**config.mk**
```make
export PLATFORM = sky130hd
export DESIGN_NAME = frame_source_ctrl_flat
export DESIGN_NICKNAME = d
export VERILOG_FILES = /design/src/rtl/lightcube_pkg.sv /design/src/rtl/frame_source_ctrl_if.sv /design/src/rtl/frame_source_ctrl_silence_timer.sv /design/src/rtl/frame_source_ctrl.sv /design/src/flat_wrapper.sv
export SDC_FILE = /design/constraint.sdc
export NUM_CORES = 1
export LEC_CHECK = 0
export CAP_MARGIN = 30
export CORE_UTILIZATION = 58
export DETAILED_ROUTE_END_ITERATION = 10
export GPL_TIMING_DRIVEN = 0
export PLACE_DENSITY_LB_ADDON = 0.1
export SKIP_CTS_REPAIR_TIMING = 1
export SYNTH_ARGS = -nofsm -noshare
export SYNTH_HDL_FRONTEND = slang
export SYNTH_SLANG_ARGS = --single-unit
```
**constraint.sdc**
```tcl
create_clock -name clk -period 2.4 [get_ports clk]
set_clock_uncertainty 0.2 [all_clocks]
set_input_delay 0.6 -clock clk [delete_from_list [all_inputs] [get_ports clk]]
set_output_delay 0.6 -clock clk [all_outputs]
set_load 0.01 [all_outputs]
```
**src/rtl/lightcube_pkg.sv**
```systemverilog
// Shared types and constants for the light-cube frame path: source FSM states,
// display_mode encodings and cube geometry.
package lightcube_pkg;

    typedef enum logic [1:0] {
        S_DEFAULT      = 2'd0,
        S_PEND_UART    = 2'd1,
        S_UART         = 2'd2,
        S_PEND_DEFAULT = 2'd3
    } src_state_t;

    localparam logic MODE_DEFAULT = 1'b0;
    localparam logic MODE_UART    = 1'b1;

    localparam int unsigned CUBE_BYTES = 64;

endpackage

```
**src/rtl/frame_source_ctrl_if.sv**
```systemverilog
// Handshake bundle between the frame-source controller and its neighbours.
// force_mode exists only when SRC_FORCE_EN is defined.
interface frame_source_ctrl_if;

    logic       frame_sync;
    logic       uart_frame_done;
    logic       display_mode;
    logic       load_en;
    logic       uart_active;
    logic [1:0] state_o;
`ifdef SRC_FORCE_EN
    logic [1:0] force_mode;
`endif

    modport master (
        output frame_sync,
        output uart_frame_done,
`ifdef SRC_FORCE_EN
        output force_mode,
`endif
        input  display_mode,
        input  load_en,
        input  uart_active,
        input  state_o
    );

    modport slave (
        input  frame_sync,
        input  uart_frame_done,
`ifdef SRC_FORCE_EN
        input  force_mode,
`endif
        output display_mode,
        output load_en,
        output uart_active,
        output state_o
    );

endinterface

```
**src/rtl/frame_source_ctrl_silence_timer.sv**
```systemverilog
// silence_timer: saturating counter of cycles since the last completed UART
// frame; o_timeout is high while the count sits at TIMEOUT_CYCLES.
module silence_timer #(
    parameter  int unsigned TIMEOUT_CYCLES = 50_000_000,
    localparam int unsigned CNT_W          = $clog2(TIMEOUT_CYCLES + 1)
) (
    input  logic clk,
    input  logic rst,
    input  logic i_clear,
    input  logic i_enable,
    output logic o_timeout
);

    localparam logic [CNT_W-1:0] LIMIT = CNT_W'(TIMEOUT_CYCLES);

    logic [CNT_W-1:0] r_count;

    always_ff @(posedge clk) begin
        if (rst) begin
            r_count <= '0;
        end else if (i_clear) begin
            r_count <= '0;
        end else if (i_enable && (r_count != LIMIT)) begin
            r_count <= r_count + 1'b1;
        end
    end

    assign o_timeout = (r_count == LIMIT);

endmodule

```
**src/rtl/frame_source_ctrl.sv**
```systemverilog
// Selects default animation or UART frames for the frame buffer, switching and
// loading only at frame boundaries. Optional SRC_FORCE_EN adds a force_mode input.
module frame_source_ctrl
    import lightcube_pkg::*;
#(
    parameter int unsigned TIMEOUT_CYCLES = 50_000_000
) (
    input logic                clk,
    input logic                rst,
    frame_source_ctrl_if.slave bus
);

    src_state_t r_state, w_state_d;
    logic       r_mode, w_mode_d;
    logic       r_load, w_load_d;
    logic       r_flag, w_flag_d;
    logic       r_active, w_active_d;
    logic       w_timeout;
    logic       w_forced;
    logic       w_fs, w_ufd;

    assign w_fs  = bus.frame_sync;
    assign w_ufd = bus.uart_frame_done;

`ifdef SRC_FORCE_EN
    assign w_forced = (bus.force_mode == 2'b01) || (bus.force_mode == 2'b10);
`else
    assign w_forced = 1'b0;
`endif

    // Counter is held cleared while a force is active so release starts fresh.
    silence_timer #(
        .TIMEOUT_CYCLES(TIMEOUT_CYCLES)
    ) u_timer (
        .clk      (clk),
        .rst      (rst),
        .i_clear  (w_ufd | w_forced),
        .i_enable (r_state != S_DEFAULT),
        .o_timeout(w_timeout)
    );

    always_comb begin
        w_state_d = r_state;
        w_mode_d  = r_mode;
        w_load_d  = 1'b0;
        w_flag_d  = r_flag | w_ufd;

        case (r_state)
            S_DEFAULT: begin
                w_load_d = w_fs;
                if (w_ufd) w_state_d = S_PEND_UART;
            end
            S_PEND_UART: begin
                if (w_fs) begin
                    w_state_d = S_UART;
                    w_mode_d  = MODE_UART;
                    w_load_d  = 1'b1;
                end else if (w_timeout && !w_ufd) begin
                    w_state_d = S_DEFAULT;
                end
            end
            S_UART: begin
                w_load_d = w_fs && (r_flag || w_ufd);
                if (w_timeout && !w_ufd) w_state_d = S_PEND_DEFAULT;
            end
            S_PEND_DEFAULT: begin
                if (w_ufd) begin
                    w_state_d = S_UART;
                    w_load_d  = w_fs;
                end else if (w_fs) begin
                    w_state_d = S_DEFAULT;
                    w_mode_d  = MODE_DEFAULT;
                    w_load_d  = 1'b1;
                end
            end
            default: begin
                w_state_d = S_DEFAULT;
                w_mode_d  = MODE_DEFAULT;
            end
        endcase

`ifdef SRC_FORCE_EN
        if (bus.force_mode == 2'b01) begin
            w_state_d = S_DEFAULT;
            w_load_d  = w_fs;
            if (w_fs) w_mode_d = MODE_DEFAULT;
        end else if (bus.force_mode == 2'b10) begin
            w_state_d = S_UART;
            w_load_d  = w_fs;
            if (w_fs) w_mode_d = MODE_UART;
        end
`endif

        if (w_load_d && (w_mode_d == MODE_UART)) w_flag_d = 1'b0;

        w_active_d = (w_state_d == S_UART) || (w_state_d == S_PEND_DEFAULT);
    end

    always_ff @(posedge clk) begin
        if (rst) begin
            r_state  <= S_DEFAULT;
            r_mode   <= MODE_DEFAULT;
            r_load   <= 1'b0;
            r_flag   <= 1'b0;
            r_active <= 1'b0;
        end else begin
            r_state  <= w_state_d;
            r_mode   <= w_mode_d;
            r_load   <= w_load_d;
            r_flag   <= w_flag_d;
            r_active <= w_active_d;
        end
    end

    assign bus.display_mode = r_mode;
    assign bus.load_en      = r_load;
    assign bus.uart_active  = r_active;
    assign bus.state_o      = r_state;

endmodule

```
**src/flat_wrapper.sv**
```systemverilog
// flat-port wrapper written by rule: the top's interface ports become plain ports
module frame_source_ctrl_flat import lightcube_pkg::*;
#(
    parameter int unsigned TIMEOUT_CYCLES = 50_000_000
)
  (clk, rst, bus_frame_sync, bus_uart_frame_done, bus_display_mode, bus_load_en, bus_uart_active, bus_state_o);
  frame_source_ctrl_if bus_i ();
  input logic clk;
  input logic rst;
  input wire logic [$bits(bus_i.frame_sync)-1:0] bus_frame_sync;
  input wire logic [$bits(bus_i.uart_frame_done)-1:0] bus_uart_frame_done;
  output wire logic [$bits(bus_i.display_mode)-1:0] bus_display_mode;
  output wire logic [$bits(bus_i.load_en)-1:0] bus_load_en;
  output wire logic [$bits(bus_i.uart_active)-1:0] bus_uart_active;
  output wire logic [$bits(bus_i.state_o)-1:0] bus_state_o;
  assign bus_i.frame_sync = bus_frame_sync;
  assign bus_i.uart_frame_done = bus_uart_frame_done;
  assign bus_display_mode = bus_i.display_mode;
  assign bus_load_en = bus_i.load_en;
  assign bus_uart_active = bus_i.uart_active;
  assign bus_state_o = bus_i.state_o;
  frame_source_ctrl #(.TIMEOUT_CYCLES(TIMEOUT_CYCLES)) u_core (.clk(clk), .rst(rst), .bus(bus_i));
endmodule
```
==> flow_summary.json, run 1 <==
{
  "status": "completed",
  "grt_pass1_wl_um": 5330,
  "core_um2": 2540,
  "synth_area_per_cell_um2": 8.53,
  "crit_arrival_ps": 2290,
  "dieArea_um2": 2960,
  "critPathKind": "flip-flop to flip-flop",
  "place_hpwl_um": 2450,
  "cts_root_buf": "clkbuf_4",
  "required_ps": 2460,
  "crit_slowest_cell": "or4_1",
  "yosys_warnings": 0,
  "final_common_cell": "dfxtp_1",
  "holdCritPathClass": "flip-flop to flip-flop",
  "rsz0062_at_grt": "no",
  "grt_usage_pct": 25.8,
  "fin_area_um2": 1750,
  "die_h_um": 54.4,
  "synth_edf_count": 0,
  "grt_pass1_vias": 1246,
  "io_pins": 9,
  "final_cell_mix": "dfxtp_1, a21oi_1, nand2_1, nor2_1, inv_1",
  "cts_made_buffers": 5,
  "power.internal_uw": 712,
  "p_leak_nw": 0.574,
  "wl_per_cell_um": 14.3,
  "io_buffers": 6,
  "cap_viol_max_count": 0,
  "met3_length_um": 118,
  "final_util_pct": 68.8,
  "finalCritPeriodShare_pct": 92.9,
  "synthDistinctLibCells": 43,
  "start_util_pct": 62.7,
  "antenna_found_initial": 0,
  "ir_drop_v": 0.000452,
  "synth_top_family_by_area": "simple AND/OR/NAND/NOR gates",
  "wl_met2_um": 1520,
  "hold_viol_final": 0,
  "htree_levels": 2,
  "slowest_delay_ps": 500,
  "fp.dieW_um": 54.4,
  "setup_slack_ps": 172,
  "combPwrFrac_pct": 7.3,
  "ys_async_sr_fraction_pct": 0,
  "drive_gt1_share_pct": 8.46,
  "setup-tns-final_ps": 0,
  "clock_sinks": 32,
  "crit_path_start_kind": "flip-flop",
  "diodes": 0,
  "synth_area_leader_cell": "dfxtp_1",
  "synth_fp_nets": 193,
  "synth_compound_area_share_pct": 18.7,
  "synth-simple-area-share_pct": 27.7,
  "wirelength_um": 3300,
  "grt_max_degree": 11,
  "wl_met1_um": 1590,
  "grt-ovfl-total": 0,
  "p_per_area_nw_per_um2": 530,
  "synth_seq_cells": 32,
  "max_slew.worst_pin.slew_ps": 844,
  "ant_nets": 0,
  "yosys.area_share.adder_pct": 1.57,
  "critPathCaptureType": "flip-flop",
  "setup_viol": 0,
  "syn_to_final_growth_pct": 9.80,
  "drv_slew": 0,
  "synth_top_area_share_pct": 40.2,
  "p_switching_uw": 217,
  "clockBufferDepth": 2,
  "syn_inst": 187,
  "min_period_ps": 2230,
  "clock_latency_ps": 330,
  "placed_area_um2": 1690,
  "path_cells": "buf_2, o2111ai_2, or3_1, buf_6, or4_1, a21oi_1",
  "drc": 0,
  "dr.pass1.iters": 4,
  "gp_congestion": 0.778,
  "clk_pin_slew_worst_paths_ps": 90,
  "synth_xor_xnor_area_share_pct": 4.94,
  "synth_mux_area_share_pct": 1.88,
  "path_max_fanout": 10,
  "vias": 1405,
  "layout.nets": 206,
  "drt_iter0_markers": 33,
  "mappedNetlistArea_um2": 1600,
  "num_rows": 18,
  "ys_seq_area_share_pct": 40.2,
  "p_seq_share_pct": 58.7,
  "relSlewSlack_pct": 43.2,
  "dr.max_layer_used": "met4",
  "ys.flop_type": "dfxtp_1",
  "tritoncts": "yes",
  "power.share.switching_pct": 23.4,
  "pre_cts_ws_ps": 178,
  "synth.area.top_cells": "dfxtp_1, a21oi_1, nand2_1",
  "timing.fmax_mhz": 449,
  "fillers": 224,
  "viasPerCell": 6.08,
  "p_clk_share_pct": 34.1
}
-- per-layer routing --
| metal | track usage [%] | vias up |
|---|---|---|
| met5 | 0 | - |
| met4 | 12.4 | 0 |
| met3 | 8.89 | 8 |
| met2 | 39.6 | 23 |
| met1 | 32.0 | 652 |
| li1 | - | 722 |
-- power by group through the flow --
stage          Sequential, mW  Clock, mW  Combinational (mW)
6_report                0.545      0.317              0.0674
4_1_cts                 0.545      0.329              0.0671
3_5_place_dp            0.557          0              0.0669
3_3_place_gp            0.557          0              0.0640
2_1_floorplan           0.560          0              0.0401
5_1_grt                 0.547      0.351              0.0739
-- cell families (layout without fill, tap and decap cells) --
family,count (synthesis),count (layout)
AOI/OAI and AO/OA,45,45
xor gates and xnor gates,9,9
adders and majority gates,2,2
buffers and inverters,19,33
DFF,32,32
muxes,3,3
and+or+nand+nor,77,77
-- worst max-delay path, delay by kind of cell, from the launching register on --
kind            cells  cell delay [ps]
simple gates        2              890
buf+inv             2              340
compound gates      2              400
flops               1              330
-- cells in the mapped netlist, drive strengths merged (3+ instances only) --
cell type and number:
buf 3, nor4 6, dfxtp 32, o21ai 6, nand2 17, xor2 3
or3 5, inv 10, nor2 16, clkbuf 6, o31ai 8, mux2i 3
a21oi 18, or4 7, xnor2 6, and4 3, nand3 3, or2 3
nand4 8
-- flip-flops by register name (all words and copies together), names as in the netlist --
register / cells
u_core.u_timer.r_count: 26
u_core.bus.state_o: 2
u_core.bus.display_mode: 1
u_core.bus.load_en: 1
u_core.bus.uart_active: 1
u_core.r_flag: 1
-- metrics by stage --
stage                     std cells  total power, mW  hold WS [ps]
after floorplan                 187            0.600           247
after global routing            231            0.971           318
final                           231            0.929           295
after detailed placement        223            0.624           281
after global placement          223            0.621           263
after CTS                       231            0.941           297
-- worst paths after layout --
path                                                               from  slack [ps]  cells after the start                                 endpoint
worst max-delay path                   u_core.bus.state_o[0]$_SDFF_PP0_         170                      6  u_core.u_timer.r_count[23]$_SDFFE_PP0P_
worst min-delay path            u_core.u_timer.r_count[25]$_SDFFE_PP0P_         300                      2  u_core.u_timer.r_count[25]$_SDFFE_PP0P_
worst max register to register         u_core.bus.state_o[0]$_SDFF_PP0_         170                      6  u_core.u_timer.r_count[23]$_SDFFE_PP0P_
worst min register to register  u_core.u_timer.r_count[25]$_SDFFE_PP0P_         300                      2  u_core.u_timer.r_count[25]$_SDFFE_PP0P_
-- final cells by class --
class / instances / area, µm² / area share [%]
Buffer: 9 / 43.8 / 2.50
Multi-Input combinational cell: 136 / 873 / 49.9
Sequential cell: 32 / 641 / 36.6
Timing Repair Buffer: 6 / 60.1 / 3.43
Clock buffer: 8 / 58.8 / 3.36
Inverter: 10 / 37.5 / 2.14
Tap cell: 30 / 37.5 / 2.14
Note: power is estimated with default switching activity, not from simulation.
==> run 2: changes to the inputs <==
--- a/config.mk
+++ b/config.mk
@@ -11,6 +11,7 @@
 export GPL_TIMING_DRIVEN = 0
 export PLACE_DENSITY_LB_ADDON = 0.1
 export SKIP_CTS_REPAIR_TIMING = 1
+export SLEW_MARGIN = 5
 export SYNTH_ARGS = -nofsm -noshare
 export SYNTH_HDL_FRONTEND = slang
 export SYNTH_SLANG_ARGS = --single-unit
==> results of run 2 <==
No change in the layout: final DEF, timing and power equal those of run 1.
